`src/rtl/random_engine_dpath.sv`:
```
// random_engine_dpath
//   Galois LFSR datapath that sits behind the random engine controller.
//   Each accepted advance produces one new sample. The sample is held in a
//   one-entry val/rdy output register. Under backpressure the LFSR stalls,
//   so no value is ever dropped or repeated.
//
// Ports
//   clk         in   rising-edge clock
//   rst         in   asynchronous active-low reset
//   lfsr_en     in   advance request from the controller
//   seed_load   in   one-cycle pulse, load seed_data into the LFSR
//   seed_data   in   [WIDTH] seed value (zero is replaced by SEED)
//   out_val     out  out_data holds an unconsumed sample
//   out_rdy     in   consumer takes the sample this cycle
//   out_data    out  [WIDTH] current sample
//   stall       out  advance requested but blocked by backpressure
//   zero_seed   out  sticky, a zero seed was substituted
//   sample_cnt  out  [CNT_W] saturating count of accepted transfers
module random_engine_dpath #(
  parameter int                 WIDTH = 16,
  parameter logic [WIDTH-1:0]   TAPS  = 16'hB400,
  parameter logic [WIDTH-1:0]   SEED  = 16'hACE1,
  parameter int                 CNT_W = 32
) (
  input  logic             clk,
  input  logic             rst,
  input  logic             lfsr_en,
  input  logic             seed_load,
  input  logic [WIDTH-1:0] seed_data,
  output logic             out_val,
  input  logic             out_rdy,
  output logic [WIDTH-1:0] out_data,
  output logic             stall,
  output logic             zero_seed,
  output logic [CNT_W-1:0] sample_cnt
);

  function automatic logic [WIDTH-1:0] lfsr_step(input logic [WIDTH-1:0] s);
    return s[0] ? ((s >> 1) ^ TAPS) : (s >> 1);
  endfunction

  logic [WIDTH-1:0] lfsr_q, lfsr_d;
  logic [WIDTH-1:0] data_q, data_d;
  logic             val_q,  val_d;
  logic             zero_q, zero_d;
  logic [CNT_W-1:0] cnt_q,  cnt_d;

  logic             xfer, adv, seed_zero;
  logic [WIDTH-1:0] lfsr_nxt;

  assign xfer      = val_q & out_rdy;
  // The output slot is free if it is empty or is being drained this cycle.
  // That free slot is what allows one sample per cycle at full rate.
  assign adv       = lfsr_en & ~seed_load & (~val_q | out_rdy);
  assign stall     = lfsr_en & ~seed_load & val_q & ~out_rdy;
  assign seed_zero = (seed_data == '0);
  assign lfsr_nxt  = lfsr_step(lfsr_q);

  always_comb begin
    lfsr_d = lfsr_q;
    data_d = data_q;
    val_d  = val_q;
    zero_d = zero_q;
    cnt_d  = cnt_q;
    if (seed_load) begin
      // A reseed wins over everything. Any pending sample is discarded and
      // is not counted. out_data keeps its last value.
      lfsr_d = seed_zero ? SEED : seed_data;
      zero_d = zero_q | seed_zero;
      val_d  = 1'b0;
      cnt_d  = '0;
    end else begin
      if (adv) begin
        lfsr_d = lfsr_nxt;
        data_d = lfsr_nxt;
        val_d  = 1'b1;
      end else if (xfer) begin
        val_d  = 1'b0;
      end
      if (xfer && (cnt_q != '1))
        cnt_d = cnt_q + {{(CNT_W-1){1'b0}}, 1'b1};
    end
  end

  always_ff @(posedge clk or negedge rst) begin
    if (!rst) begin
      lfsr_q <= SEED;
      data_q <= '0;
      val_q  <= 1'b0;
      zero_q <= 1'b0;
      cnt_q  <= '0;
    end else begin
      lfsr_q <= lfsr_d;
      data_q <= data_d;
      val_q  <= val_d;
      zero_q <= zero_d;
      cnt_q  <= cnt_d;
    end
  end

  assign out_val    = val_q;
  assign out_data   = data_q;
  assign zero_seed  = zero_q;
  assign sample_cnt = cnt_q;

endmodule

```
`config.mk`:
```
export PLATFORM = sky130hd
export DESIGN_NAME = random_engine_dpath
export DESIGN_NICKNAME = d
export VERILOG_FILES = /design/src/rtl/random_engine_dpath.sv
export SDC_FILE = /design/constraint.sdc
export NUM_CORES = 1
export LEC_CHECK = 0
export CELL_PAD_IN_SITES_DETAIL_PLACEMENT = 1
export CELL_PAD_IN_SITES_GLOBAL_PLACEMENT = 1
export CORE_ASPECT_RATIO = 0.5
export CORE_MARGIN = 5
export CORE_UTILIZATION = 42
export CTS_BUF_LIST = sky130_fd_sc_hd__clkbuf_4 sky130_fd_sc_hd__clkbuf_8
export CTS_CLUSTER_DIAMETER = 80
export CTS_CLUSTER_SIZE = 14
export DETAILED_ROUTE_END_ITERATION = 6
export PLACE_DENSITY = 0.93
export SKIP_CTS_REPAIR_TIMING = 1
export SLEW_MARGIN = 25
export SYNTH_ARGS = -nofsm -noshare
export SYNTH_HDL_FRONTEND = slang
export SYNTH_SLANG_ARGS = --single-unit
```
`constraint.sdc`:
```
create_clock -name clk -period 3.6 [get_ports clk]
set_clock_uncertainty 0.05 [all_clocks]
set_input_delay 0.54 -clock clk [delete_from_list [all_inputs] [get_ports clk]]
set_output_delay 0.54 -clock clk [all_outputs]
set_load 0.01 [all_outputs]
```
---- Yosys cells after proc, flatten, opt, wreduce, memory -nomap -nowiden ----
Cells that the tools add are included.
word-level totals
  output and inout bits ................... 51
  register bits ........................... 66
  input bits .............................. 21
cells by class
  equality and inequality tests ........... 1
  reductions and logical operators ........ 6
  multiplexer cells ....................... 9
  $add $sub $neg .......................... 1
  bitwise gates (word level) .............. 11
operators by type and width
  operator                                        count
  two-way mux 16 bit                              4
  two-way mux 32 bit                              2
  adder 32 x 1 -> 32 bit (second input constant)  1
  inequality test 32 bit (second input constant)  1
  logical NOT 16 bit                              1
  bitwise AND 1 bit                               5
  NOT 3 -> 4 bit                                  1
  nonzero test 2 bit                              2
  two-way mux 1 bit                               3
  NOT 1 bit                                       3
  nonzero test 3 bit                              1
  OR 1 bit                                        2
  AND reduction 2 bit                             1
  logical AND 1 bit                               1

---- Logic depth before layout (Yosys ltp) ----
Gate-level depths: netlist of run 1.
  depth in word-level cells ............... 5
  mapped depth ............................ 8
  depth with buffers taken out ............ 6

---- Least setup slack after synthesis of run 1 ----
No wires, ideal clock.
  path type ............................... flip-flop to flip-flop
  from .................................... reg cnt_q[0] (netlist: sample_cnt[0])
  to ...................................... reg cnt_q[15] (netlist: sample_cnt[15])
  buffers on the path ..................... 1
  slack ................................... 1.452 ns
  cell stages (with the launch flop) ...... 8
  period minus slack after synthesis ...... 2.148 ns
  data arrival time ....................... 1.973 ns
  library setup time ...................... 0.125 ns
  cells stage by stage .................... dfrtp_1 ha_1 nand3_1 or4_4 o31ai_4 buf_4 nor4_1 mux2_4
on the way
  cells in the longest elaborated chain, start to end .. 3
  elaborated cells on any way between the ends .. 6
RTL lines
  what                                                                     RTL line  text
  start: declaration                                                       46        logic [CNT_W-1:0] cnt_q, cnt_d;
  start signal: assignment                                                 97        cnt_q <= cnt_d;
  adder 32 x 1 -> 32 bit / inequality test 32 bit (equally long branches)  81, 80
  two-way mux 32 bit / logical AND 1 bit (equally long branches)           80        if (xfer && (cnt_q != '1))
  two-way mux 32 bit / nonzero test 2 bit (equally long branches)          -
Several ways; a longest one is shown, not always the timed one. The select of a mux whose other input is x is not followed.
A chain may end at the register's enable or synchronous reset.

---- Final worst setup path of run 1 ----
  from .................................... reg cnt_q[11] (netlist: sample_cnt[11])
  to ...................................... reg cnt_q[15] (netlist: sample_cnt[15])
Same word-level chain as after synthesis.

==> results of run 1 <==
## registers in the layout, summed over array words and instances (netlist names)
signal and count:
lfsr_q 16, sample_cnt 32, zero_seed 1, out_val 1, out_data 16
## logic make-up (layout without fill, tap and decap cells)
group                    count (synthesis)  count (layout)  share of synthesized area, %
buffers and inverters                   22             100                         3.295
multiplexers                             5               5                         1.962
adder cells (fa/ha/maj)                  1               1                        0.3922
flip-flops                              66              66                         52.10
AO/OA/AOI/OAI                           56              56                         11.14
AND/OR/NAND/NOR                        186             186                         29.19
XOR/XNOR                                 7               7                         1.922
## final cells by class
cell class | count | area (µm²) | area share, %
sequential | 66 | 1662 | 39.54
multi-input combinational | 255 | 1423 | 33.85
timing repair buffer | 77 | 753.2 | 17.92
clock buffer | 13 | 172.7 | 4.108
tap | 96 | 120.1 | 2.858
clock inverter | 3 | 46.29 | 1.102
inverter | 7 | 26.28 | 0.6252
## power groups by stage
stage	Combinational (mW)	Sequential (mW)	Clock [mW]
2_1_floorplan	0.0903	0.869	0
3_3_place_gp	0.236	0.858	0
3_5_place_dp	0.246	0.861	0
4_1_cts	0.248	0.849	0.691
5_1_grt	0.270	0.857	0.731
6_report	0.245	0.849	0.679
## worst paths after layout
path	start	endpoint	depth (start not counted)
hold / removal	rst	out_data[5]	1
max in group asynchronous	rst	sample_cnt[14]	2
setup reg to reg	sample_cnt[11]	sample_cnt[15]	6
min in group clk	out_data[10]	out_data[10]	1
hold reg to reg	out_data[10]	out_data[10]	1
setup / recovery	sample_cnt[11]	sample_cnt[15]	6
## metal layers
layer  vias to the layer above  routed length, µm  GRT usage, %  share of wire (%)
met2                        61               4904         39.10                 52
met1                      1441               4009         24.33                 42
li1                       1345                  -             -                  -
met5                         -                  0             0                  0
met3                        22                381         6.101                4.0
met4                         0                167         6.727                1.8
## synth_stat cells (2+ instances only)
master | instances | area [µm²]
sky130_fd_sc_hd__buf_6 | 2 | 22.52
sky130_fd_sc_hd__buf_1 | 3 | 11.26
sky130_fd_sc_hd__nor2b_1 | 5 | 31.28
sky130_fd_sc_hd__or2_2 | 2 | 12.51
sky130_fd_sc_hd__mux2_4 | 2 | 30.03
sky130_fd_sc_hd__dfstp_2 | 8 | 210.2
sky130_fd_sc_hd__a21o_1 | 3 | 22.52
sky130_fd_sc_hd__nor2_1 | 22 | 82.58
sky130_fd_sc_hd__buf_4 | 2 | 15.01
sky130_fd_sc_hd__a21oi_1 | 23 | 115.1
sky130_fd_sc_hd__nand2_1 | 78 | 292.8
sky130_fd_sc_hd__nor4_1 | 6 | 37.54
sky130_fd_sc_hd__and3_1 | 2 | 12.51
sky130_fd_sc_hd__nand4_1 | 14 | 87.58
sky130_fd_sc_hd__o31ai_1 | 5 | 37.54
sky130_fd_sc_hd__or3_1 | 18 | 112.6
sky130_fd_sc_hd__inv_1 | 7 | 26.28
sky130_fd_sc_hd__xor2_1 | 3 | 26.28
sky130_fd_sc_hd__o21ai_1 | 15 | 75.07
sky130_fd_sc_hd__a221oi_1 | 2 | 17.52
sky130_fd_sc_hd__o21ai_0 | 3 | 15.01
sky130_fd_sc_hd__nand3_1 | 19 | 95.09
sky130_fd_sc_hd__dfrtp_1 | 58 | 1451
sky130_fd_sc_hd__xnor2_1 | 4 | 35.03
sky130_fd_sc_hd__nand2b_1 | 4 | 25.02
sky130_fd_sc_hd__or4_1 | 4 | 30.03
sky130_fd_sc_hd__nor3_1 | 3 | 15.01
sky130_fd_sc_hd__clkbuf_1 | 8 | 30.03
## per-stage QoR
stage	instance area, µm²	hold WS, ps
2_1_floorplan	3189	194.4
3_3_place_gp	3969	386.6
3_5_place_dp	3969	399.5
4_1_cts	4188	17.28
5_1_grt	4203	17.87
6_report	4203	18.18
==> out/metrics.sh, run 1 <==
RUN_STATUS='complete, no violations'
POSTSYNTH.ASYNCRESETSHARE_PCT=100.0
CLK_PIN_SLEW_WORST_PATHS_PS=70
P_TOTAL_mW=1.772
ANT_NETS=0
VIAS=2869
FINAL_MAX_SLEW_VIOL_COUNT=0
FINAL_COMMON_CELL='sky130_fd_sc_hd__nand2_1'
CPLARGESTDELAYFAMILY='simple AND/OR/NAND/NOR gates'
DIE_X_UM=133.2
INTERNAL_POWER_mW=1.318
FINAL_NETS=438
DIE-AREA_MM2=0.009542
ROUTABILITY_CONGESTION_ESTIMATE=0.8330
PORT_BUFFERS=71
SETUP_VIOL=0
GRT_UTIL_ALL_LAYERS_PCT=21.27
SYNTHCELLS=343
SYNTH-EDFF-COUNT=0
WORST_SLACK_PS=1019
DIE_H_UM=71.62
GLOBALROUTEOVERFLOWTOTAL=0
SYNTHTOLAYOUTAREAGROWTH_PCT=31.78
CRIT_ARRIVAL_PS=2770
DRC=0
ANTENNA_FOUND_INITIAL=0
CTS_NUM_SINKS=66
GRT_MAX_DEGREE=38
DETAIL_ROUTE.VIAS_PER_CELL=5.549
CRIT_PATH_START_KIND='flop'
SYN_AVG_CELL_AREA_UM2=9.298
SYNTH_SEQ_AREA_SHARE_PCT=52.10
P_SWITCHING_mW=0.4539
IO_PINS=72
SYNTHDISTINCTLIBCELLS=46
FINALCRITICALPERIOD_PS=2581
AVGROUTEDWIREPERCELL_UM=18.30
CTSHTREEMAXLEVEL=3
VIA_COUNT_OF_THE_FIRST_GLOBAL_ROUTING_PASS=3253
FIN_CRIT_SHARE_PCT=71.70
DR_ITER_0_VIOLS=126
SYNTH-SEQ-CELLS=66
SYNTH_AREA_MM2=0.003189
SWITCHING_SHARE_PCT=25.61
POWER.SHARE.SEQUENTIAL_PCT=47.9
RSZ_0062_RAISED_AFTER_GLOBAL_ROUTING='false'
PLACED_CELLS_INCL_TAPS=500
CTS_MAX_PATH_BUFFERS=2
CORE_AREA_MM2=0.007350
COMBPWRFRAC_PCT=13.8
PLACEMENT.SETUP.WORST_SLACK_PS=684.6
CTS-BUFFERS-INSERTED=9
DETAILEDPLACEMENTHPWL_UM=6646
TIMING.SETUP.TNS_PS=0
DR.PASS1.ITERS=5
PROPORTION_OF_LAYOUT_CELLS_WITH_A_DRIVE_SUFFIX_ABOVE_1_PCT=10.45
WORSTPATHCELLLIST='nand4_1, or4_4, o31ai_4, buf_8, nor4_1, mux2_4'
HP-CLASS='in -> async'
VDD_IR_DROP_MAX_mV=0.2198
P_LEAK_nW=1.732
CLOCK-ROOT-BUFFER='sky130_fd_sc_hd__clkbuf_8'
POWER_PER_CELL_AREA_mW_PER_MM2=421.7
GRT_FIRST_PASS_WIRELENGTH_UM=16240
ROWS=22
INITIAL_UTILIZATION_PCT=43.39
YS.WARNINGS.COUNT=0
CLOCK_LATENCY_PS=350
YS_DOMINANT_REG_CELL='sky130_fd_sc_hd__dfrtp_1'
FIN_UTIL_PCT=57.18
LAYOUT.CELLS.MOST_COMMON_LIST='sky130_fd_sc_hd__nand2_1 (78), sky130_fd_sc_hd__clkdlybuf4s50_1 (69), sky130_fd_sc_hd__dfrtp_1 (58), sky130_fd_sc_hd__a21oi_1 (23), sky130_fd_sc_hd__nor2_1 (22)'
CP.REQUIRED_PS=3780
SYNTH.NET_COUNT=365
CRITICAL_PATH.MAX_STAGE_DELAY_PS=650
MAX_CAP_VIOL_COUNT=0
FILLCELLCOUNT=836
WORSTSETUPPATHTYPE='reg -> reg'
FINALHOLDVIOLATIONS=0
WL_UM=9462
REG2REG_SLACK_PS=1020
FINISH.CELL_COUNT_WITHOUT_FILLERS=517
CTS_TREE='built'
RELATIVE_CONTRIBUTION_OF_THE_CLOCK_NETWORK_TO_TOTAL_POWER_PCT=38.3
DIODES_INSERTED=0
CP_NUM_BUF_INV=1
SORT_OF_ELEMENT_AT_THE_END_OF_THE_CRITICAL_PATH='flop'
WORST_PIN_SLEW_PS=779.4
RELSLEWSLACK_PCT=48.04
WORST-PATH-MAX-FANOUT=24
CLOCK.FMAX_GHz=0.3874
CP_SLOWEST_CELL='sky130_fd_sc_hd__or4_4'
(Power assumes the default switching activity.)
==> inputs of run 2 (changes only) <==
- CORE_UTILIZATION: 42 -> 35
- PLACE_DENSITY: 0.93 -> 0.84
- clock period: 3.6 -> 2.1 ns (I/O delays scaled with it)
==> run 2 against run 1 <==
  * The flow now finishes with violations (negative setup slack)
  * Setup slack lost 1100 ps
  * Sequential power is 71% higher
  * Power up 79%
  * Count of clock-buffer cells in the layout decreased by 3
  * Core utilization decreased by 3.4 points
  * Via count up 6.6%
  * Sequential cell count stayed put
  * Non-clock buffer count grew 51
  * Die area is 18% higher
  * Critical path depth up 2
  * Maximum frequency rose by 20%
  * Hold slack improved by 320 ps
==> out/metrics.sh, run 2 (same netlist as run 1, synthesis figures left out) <==
PORT_BUFFERS=71  # unchanged
ANTENNA_FOUND_INITIAL=0  # unchanged
RELSLEWSLACK_PCT=67.63  # +20 points
FIN_UTIL_PCT=53.78  # -3.4 points
SYNTHTOLAYOUTAREAGROWTH_PCT=48.37
CRITICAL_PATH.MAX_STAGE_DELAY_PS=480  # -170 ps
DIODES_INSERTED=0  # unchanged
VIAS=3059  # +6.6%
REG2REG_SLACK_PS=-50  # -1070 ps
RUN_STATUS='complete, but fails checks'
VIA_COUNT_OF_THE_FIRST_GLOBAL_ROUTING_PASS=3243  # -0.31%
LAYOUT.CELLS.MOST_COMMON_LIST='sky130_fd_sc_hd__nand2_1 (78), sky130_fd_sc_hd__clkdlybuf4s50_1 (68), sky130_fd_sc_hd__dfrtp_1 (54), sky130_fd_sc_hd__buf_4 (51)'
DR.PASS1.ITERS=4  # -1
DETAILEDPLACEMENTHPWL_UM=6804  # +2.4%
LARGEST_REGISTER_FF_COUNT=32  # unchanged
FINALCRITICALPERIOD_PS=2149  # -431.9 ps
CPLARGESTDELAYFAMILY='simple AND/OR/NAND/NOR gates'
CLOCK.FMAX_GHz=0.4653  # +20%
CP.REQUIRED_PS=2320  # -1460 ps
POWER_PER_CELL_AREA_mW_PER_MM2=669.4  # +59%
PROPORTION_OF_LAYOUT_CELLS_WITH_A_DRIVE_SUFFIX_ABOVE_1_PCT=22.03  # +12 points
CRIT_PATH_START='sample_cnt[0]'
CRIT_END='sample_cnt[7]'
AVGROUTEDWIREPERCELL_UM=17.34  # -5.3%
GRT_MAX_DEGREE=48  # +26%
SETUP_VIOL=11  # +11
CP_NUM_BUF_INV=2  # +1
CRIT_ARRIVAL_PS=2370  # -400 ps
MAX_CAP_VIOL_COUNT=0  # unchanged
PATH_DEPTH=8  # +2
IO_PINS=72  # unchanged
CTS-BUFFERS-INSERTED=9  # unchanged
HP-CLASS='in -> reg'
DR_ITER_0_VIOLS=140  # +11%
RSZ_0062_RAISED_AFTER_GLOBAL_ROUTING='true'
WORST_PIN_SLEW_PS=485.5  # -293.8 ps
CLOCK_LATENCY_PS=360  # about the same
DIE_H_UM=77.50  # +8.2%
R2R-END='sample_cnt[7]'
ANT_NETS=0  # unchanged
ROWS=24  # +9.1%
DIE-AREA_MM2=0.01124  # +18%
FIN_CRIT_SHARE_PCT=102.3  # +31 points
STDCELL_AREA_MM2=0.004732  # +13%
ROUTABILITY_CONGESTION_ESTIMATE=0.7981  # -4.2%
CLOCK-ROOT-BUFFER='sky130_fd_sc_hd__clkbuf_8'
CTSHTREEMAXLEVEL=3  # unchanged
CORE_AREA_MM2=0.008798  # +20%
DETAIL_ROUTE.VIAS_PER_CELL=5.194  # -6.4%
CP_SLOWEST_CELL='sky130_fd_sc_hd__or4_4'
FINAL_MAX_SLEW_VIOL_COUNT=0  # unchanged
FINALHOLDVIOLATIONS=0  # unchanged
FAILED_CHECKS='negative setup slack'
PLACEDINSTANCEAREA_MM2=0.004375  # +10%
WORSTPATHCELLLIST='ha_1, nand3_1, or4_4, o31ai_4, buf_4, clkbuf_16, o21ai_1, a21oi_1'
VDD_IR_DROP_MAX_mV=0.3626  # +65%
CLK_PIN_SLEW_WORST_PATHS_PS=80  # about the same
WORSTSETUPPATHTYPE='reg -> reg'
GRT_FIRST_PASS_WIRELENGTH_UM=16130  # -0.63%
INITIAL_UTILIZATION_PCT=36.25  # -7.1 points
DIE_X_UM=145  # +8.8%
FINAL_COMMON_CELL='sky130_fd_sc_hd__nand2_1'
SORT_OF_ELEMENT_AT_THE_END_OF_THE_CRITICAL_PATH='flop'
FINAL_NETS=489  # +12%
P_LEAK_nW=2.061  # +19%
WORST_SLACK_PS=-49.25  # -1068 ps
R2R_CELLS=8  # +2
GRT_UTIL_ALL_LAYERS_PCT=17.44  # -3.8 points
DRC=0  # unchanged
WHS_PS=341.5  # +323.3 ps
CTS_TREE='built'
CTS_MAX_PATH_BUFFERS=2  # unchanged
CRIT_PATH_START_KIND='flop'
CTS_NUM_SINKS=66  # unchanged
WORST-PATH-MAX-FANOUT=14  # -42%
GLOBALROUTEOVERFLOWTOTAL=0  # unchanged
WORST_FLOP_TO_FLOP_PATH_STARTPOINT='sample_cnt[0]'
WL_UM=10210  # +7.9%
run 2: how the worst min path moves through the flow:
stage / cells after the start / end / start / slack, ps
after floorplan: 0 / lfsr_q[12] / rst / -30
after global placement: 1 / out_data[6] / rst / 250
after detailed placement: 1 / out_data[6] / rst / 250
after CTS: 1 / lfsr_q[8] / rst / -150
after global routing: 3 / sample_cnt[12] / seed_load / 340
final: 3 / sample_cnt[12] / seed_load / 340
run 2: stage by stage:
step / setup WS (ps) / instances / total power [mW] / setup TNS (ps)
global route: -179.4 / 589 / 3.329 / -2106
detailed placement: -52.04 / 566 / 1.915 / -156.7
floorplan: -6.638 / 343 / 1.645 / -6.638
CTS: -14.99 / 582 / 3.194 / -31.97
global placement: 17.20 / 566 / 1.901 / 0
finish: -49.25 / 589 / 3.168 / -301.2
run 2: per-layer routing:
metal | vias to the layer above | part of all wire [%] | global-route usage [%]
met5 | - | 0 | 0
met4 | 0 | 1.3 | 5.733
met3 | 14 | 3.9 | 5.180
met2 | 57 | 50 | 29.83
met1 | 1532 | 45 | 21.35
li1 | 1456 | - | -
run 2: layout make-up:
type	instances	area (µm²)
fill	1010	4066
sequential	66	1667
multi-input combinational	255	1465
timing repair buffer	128	1192
tap	117	146.4
clock buffer	10	137.6
clock inverter	6	97.59
inverter	7	26.28
run 2: worst min-delay path, stage by stage:
cell and delay (ps):
sky130_fd_sc_hd__buf_2 80, sky130_fd_sc_hd__buf_4 250, sky130_fd_sc_hd__a21oi_2 50
run 2: where the power goes:
group | leakage, nW | total (mW) | switching [mW] | internal [mW]
clock network | 0.119 | 1.27 | 0.551 | 0.717
registers | 0.847 | 1.45 | 0.0635 | 1.39
logic | 1.09 | 0.450 | 0.215 | 0.235
